<file path="config.mk">
export PLATFORM = sky130hd
export DESIGN_NAME = vc_fifo_bank
export DESIGN_NICKNAME = d
export VERILOG_FILES = /design/src/rtl/vc_fifo_bank_pkg.sv /design/src/rtl/vc_fifo_bank_ctrl.sv /design/src/rtl/vc_fifo_bank.sv
export SDC_FILE = /design/constraint.sdc
export NUM_CORES = 1
export LEC_CHECK = 0
export CAP_MARGIN = 20
export CORE_ASPECT_RATIO = 0.75
export CORE_MARGIN = 10
export CORE_UTILIZATION = 43
export CTS_CLUSTER_SIZE = 20
export DETAILED_ROUTE_END_ITERATION = 12
export SYNTH_ARGS = -nofsm -noshare
export SYNTH_HDL_FRONTEND = slang
export SYNTH_SLANG_ARGS = --single-unit
</file>
<file path="constraint.sdc">
create_clock -name clk -period 2.75 [get_ports clk]
set_input_delay 0.825 -clock clk [delete_from_list [all_inputs] [get_ports clk]]
set_output_delay 0.825 -clock clk [all_outputs]
set_load 0.03 [all_outputs]
</file>
<file path="src/rtl/vc_fifo_bank_pkg.sv">
// vc_fifo_bank_pkg: default sizing and width helpers shared by the VC FIFO bank
package vc_fifo_bank_pkg;
  localparam int BW_DEF = 6;
  localparam int DEPTH_DEF = 4;
  localparam int NUM_VC_DEF = 2;
  localparam int TOL_DEF = 1;
  function automatic int clog2(input int v);
    int r;
    r = 0;
    while ((1 << r) < v) r++;
    return r;
  endfunction
  // A single channel still needs a 1-bit index port
  function automatic int vc_width(input int n);
    return (n > 1) ? clog2(n) : 1;
  endfunction
endpackage

</file>
<file path="src/rtl/vc_fifo_bank_ctrl.sv">
// vc_fifo_ctrl: per-channel pointers, occupancy, flags and sticky error
module vc_fifo_ctrl #(
  parameter int DEPTH = 4,
  parameter int TOL = 1,
  parameter int AW = 2,
  parameter int CW = 3
) (
  input  logic          clk,
  input  logic          reset_L,
  input  logic          wr_req,
  input  logic          rd_req,
  output logic          wr_en,
  output logic          rd_en,
  output logic [AW-1:0] wr_ptr,
  output logic [AW-1:0] rd_ptr,
  output logic [CW-1:0] count,
  output logic          full,
  output logic          empty,
  output logic          almost_full,
  output logic          almost_empty,
  output logic          error
);
  assign full = count == CW'(DEPTH);
  assign empty = count == '0;
  assign almost_full = count >= CW'(DEPTH - TOL);
  assign almost_empty = count <= CW'(TOL);
  // A full channel still accepts a write when a read frees a slot on the same edge
  assign rd_en = rd_req && !empty;
  assign wr_en = wr_req && (!full || rd_en);
  // Pointers wrap naturally since DEPTH is a power of two
  always_ff @(posedge clk or negedge reset_L)
    if (!reset_L) begin
      wr_ptr <= '0;
      rd_ptr <= '0;
      count <= '0;
      error <= 1'b0;
    end else begin
      wr_ptr <= wr_ptr + AW'(wr_en);
      rd_ptr <= rd_ptr + AW'(rd_en);
      count <= count + CW'(wr_en) - CW'(rd_en);
      error <= error | (wr_req && !wr_en) | (rd_req && !rd_en);
    end
endmodule

</file>
<file path="src/rtl/vc_fifo_bank.sv">
// vc_fifo_bank: NUM_VC independent FIFOs sharing one write and one read port
module vc_fifo_bank
  import vc_fifo_bank_pkg::*;
#(
  parameter int BW = BW_DEF,
  parameter int DEPTH = DEPTH_DEF,
  parameter int NUM_VC = NUM_VC_DEF,
  parameter int TOL = TOL_DEF,
  localparam int AW = clog2(DEPTH),
  localparam int CW = AW + 1,
  localparam int VCW = vc_width(NUM_VC)
) (
  input  logic                 clk,
  input  logic                 reset_L,
  input  logic                 wr,
  input  logic [VCW-1:0]       wr_vc,
  input  logic [BW-1:0]        data_in,
  input  logic                 rd,
  input  logic [VCW-1:0]       rd_vc,
  output logic [BW-1:0]        data_out,
  output logic                 valid_out,
  output logic [NUM_VC-1:0]    full,
  output logic [NUM_VC-1:0]    empty,
  output logic [NUM_VC-1:0]    almost_full,
  output logic [NUM_VC-1:0]    almost_empty,
  output logic [NUM_VC-1:0]    error_output,
  output logic [NUM_VC*CW-1:0] occupancy
);
  logic [NUM_VC-1:0] wr_req, rd_req, wr_en, rd_en;
  logic [AW-1:0] wr_ptrs [NUM_VC];
  logic [AW-1:0] rd_ptrs [NUM_VC];
  logic [CW-1:0] counts [NUM_VC];
  logic [BW-1:0] mem [NUM_VC*DEPTH];
  logic [VCW+AW-1:0] wa, ra;
  for (genvar g = 0; g < NUM_VC; g++) begin : g_vc
    // An out-of-range VC index matches no channel and is thereby ignored
    assign wr_req[g] = wr && wr_vc == VCW'(g);
    assign rd_req[g] = rd && rd_vc == VCW'(g);
    assign occupancy[g*CW +: CW] = counts[g];
    vc_fifo_ctrl #(.DEPTH(DEPTH), .TOL(TOL), .AW(AW), .CW(CW)) u_ctrl (
      .clk(clk),
      .reset_L(reset_L),
      .wr_req(wr_req[g]),
      .rd_req(rd_req[g]),
      .wr_en(wr_en[g]),
      .rd_en(rd_en[g]),
      .wr_ptr(wr_ptrs[g]),
      .rd_ptr(rd_ptrs[g]),
      .count(counts[g]),
      .full(full[g]),
      .empty(empty[g]),
      .almost_full(almost_full[g]),
      .almost_empty(almost_empty[g]),
      .error(error_output[g])
    );
  end
  assign wa = {wr_vc, wr_ptrs[wr_vc]};
  assign ra = {rd_vc, rd_ptrs[rd_vc]};
  // Storage is never cleared; the per-channel counts decide what is live
  always_ff @(posedge clk)
    if (|wr_en) mem[wa] <= data_in;
  // Registered read port; data_out holds when no read is accepted
  always_ff @(posedge clk or negedge reset_L)
    if (!reset_L) begin
      data_out <= '0;
      valid_out <= 1'b0;
    end else begin
      valid_out <= |rd_en;
      if (|rd_en) data_out <= mem[ra];
    end
endmodule
</file>
==> results.cfg <==
[run_status]
status = finished clean

[timing]
rsz0062_at_grt = false
setup_viol = 0
drv_slew = 0
skew_ns = 0.01121
setup_slack_ns = 0.1348
period_share_pct = 95.10
period_needed_ns = 2.615
finalHoldViolCount = 0
clock.fmax_mhz = 382.4
slew_headroom_pct = 54.67
tightest_slew_ns = 0.6799
hold-worst-slack_ns = 0.4601

[worst_setup_path]
worstSetupEndpointType = output port
critPathKind = reg -> out
arrival_ns = 1.79
ff2ff_setup_slack_ns = 0.64
max_stage_delay_ns = 0.71
cp-start-kind = flip-flop
rr_startpoint = g_vc[0].u_ctrl.count[0]$_DFF_PN0_
cp_top_family = buffers and inverters
worstRegToRegCells = 7
path_max_fanout = 7
crit_path_top_delay_cell = clkdlybuf4s50_1
critPathBufInv = 2
critical_path_required_ns = 1.93
worst_r2r_endpoint = g_vc[0].u_ctrl.count[2]$_DFF_PN0_
cp_cell_sequence = buf_4, nor3_1, clkdlybuf4s50_1

[floorplanning]
die_h_um = 94.72
rows = 27
initial_core_util_pct = 43.86
pin_count = 35
design.core.area_um2 = 7297
die_area_um2 = 11330
dieWidth_um = 119.6

[grt]
antenna_found_initial = 0
grt_usage_pct = 10.96
grt_pass1_vias = 1762
grt_max_degree = 24
grt_pass1_wl_um = 9459
gr-total-overflow = 0

[detailed_routing]
drtPass1Iterations = 4
drt_iter0_drc = 56
wire_per_inst_um = 15.43
viasPerCell = 4.780
dr_total_vias = 1759
ant_nets = 0
drc_errors = 0
drt_wl_total_um = 5678

[final_layout]
nets = 290
final_cells = 368
final_layout_size_suffix_gt1_share_pct = 22.85
areaGrowthSynthToFinish_pct = 23.30
num-fill-cells = 619
antennaDiodeCount = 0

[clock_tree]
cts_buffers = 9
holdBufCountCts = 0
clock_latency_ns = 0.35
root_buffer = clkbuf_8
clockBufferDepth = 2
h-tree-depth = 3
cts_tree = done
clk_pin_slew_worst_paths_ns = 0.07
cts_setup_buffers = 0
clkSinkCount = 71

[pwr]
switchingPower_mw = 1.549
power_frac_seq_pct = 39.8
clkPwrFrac_pct = 20.4
p_int_mw = 2.575
switching_share_pct = 37.56
p_leak_nw = 1.603
peakVddDrop_uv = 442.2
p_total_mw = 4.123
pwr-share-comb_pct = 39.8
powerDensity_nw_per_um2 = 1045

[synth]
ys_warn_count = 0
synth_area_leader_cell = edfxtp_1
synth.ff_latch_count = 71
synthCells = 208
ys_seq_area_share_pct = 63.02
synth-main-ff-cell = edfxtp_1
synth-edff-count = 48
synth_cell_types = 36
yosys-top-cells-area = edfxtp_1 45%, dfrtp_1 18%, ha_1 5.5%
synth_top_area_share_pct = 45.04
async_reset_ff_share_pct = 32.39
synth_nets = 236
syn-mean-instance-area_um2 = 15.39
synth_area_um2 = 3201

[placed_design]
portBuffers = 34
dp_slack_ns = -0.1649
gp_congestion = 0.7208
dp_hpwl_um = 4356
dp_cells = 352

[hold_path]
min_to = g_vc[0].u_ctrl.error$_DFF_PN0_
min_from = g_vc[0].u_ctrl.error$_DFF_PN0_
hp-class = reg -> reg
hold_depth = 1

[job]
maxCapViolations = 0
==> flip-flops by register name, indices dropped and copies added (netlist names) <==
signal / flops
valid_out: 1
mem: 48
g_vc.u_ctrl.wr_ptr: 4
g_vc.u_ctrl.rd_ptr: 4
g_vc.u_ctrl.count: 6
data_out: 6
g_vc.u_ctrl.error: 2
==> through the flow <==
stage / utilization (%) / TNS [ns] / area (µm²)
finish: 54.08 / 0 / 3946
global route: 54.08 / 0 / 3946
CTS: 54.01 / 0 / 3941
detailed placement: 51.29 / -0.5084 / 3742
global placement: 51.29 / -0.4497 / 3742
floorplan: - / 0 / 3201
==> synthesized netlist by cell type (4+ instances only) <==
master,n
ha_1,14
buf_4,11
inv_1,12
xor2_1,4
mux2_2,12
nor3b_1,5
edfxtp_1,48
nor2_1,4
o31ai_2,5
o31ai_1,6
o22ai_1,6
mux2i_1,13
nand2_1,7
a22o_1,6
dfrtp_1,23
nor3_1,5
==> cell families after synthesis <==
kind of cell    Yosys count  share of synthesized area (%)
compound gates           33                          9.070
buf+inv                  27                          4.964
simple gates             30                          6.294
flops                    71                          63.02
mux                      25                          8.288
xor+xnor                  6                          1.642
fa+ha+maj                16                          6.724
==> cell usage in the layout (no fill, tap or decap), types with 5 or more instances in the layout <==
cell type,netlist,routed
clkbuf_8,0,9
edfxtp_1,48,48
ha_1,14,14
nor3_1,5,5
mux2i_1,13,13
nor3b_1,5,5
dfrtp_1,23,23
dlygate4sd2_1,0,5
o22ai_1,6,6
nand2_1,7,7
o31ai_1,6,6
clkdlybuf4s50_1,0,27
o31ai_2,5,5
buf_4,11,22
inv_1,12,12
a22o_1,6,6
mux2_2,12,12
==> how the worst max path moves through the flow <==
stage,start,end,slack (ns),depth (start not counted)
after floorplan,rd_vc,g_vc[0].u_ctrl.count[2]$_DFF_PN0_,0.17,8
after global placement,rd_vc,g_vc[0].u_ctrl.count[2]$_DFF_PN0_,-0.16,8
after detailed placement,rd_vc,g_vc[0].u_ctrl.count[2]$_DFF_PN0_,-0.16,8
after CTS,g_vc[0].u_ctrl.count[1]$_DFF_PN0_,almost_full[0],0.02,5
after global routing,g_vc[0].u_ctrl.count[1]$_DFF_PN0_,full[0],0.02,3
final,g_vc[0].u_ctrl.count[1]$_DFF_PN0_,full[0],0.13,3
==> timing repair <==
item | CTS | global route
resized for setup | 5 | 2
pin swaps | 0 | 0
endpoints found under the setup margin | 5 | 2
==> power groups by stage <==
stage / clock [mW] / combinational (mW) / sequential, mW
after floorplan: 0 / 1.01 / 1.78
after global placement: 0 / 1.69 / 1.67
after detailed placement: 0 / 1.70 / 1.67
after CTS: 0.871 / 1.68 / 1.65
after global routing: 0.929 / 1.79 / 1.68
final: 0.843 / 1.64 / 1.64
==> layer usage <==
metal  GRT usage [%]  part of all wire (%)  wire length [µm]
met5               0                     0                 0
met1           15.07                    52              2956
met3           5.125                   5.6               316
met2           14.72                    42              2358
met4           3.908                  0.83                47
==> area by class of cell <==
class | instances | area [µm²] | area share, %
inverters | 13 | 48.80 | 1.237
clock inverters | 7 | 81.33 | 2.061
repair buffers | 57 | 524.3 | 13.28
multi-input cells | 110 | 1025 | 25.97
clock buffers | 9 | 123.9 | 3.139
well taps | 101 | 126.4 | 3.202
flip-flops and latches | 71 | 2017 | 51.11
Power figures use the tool's default switching activity.
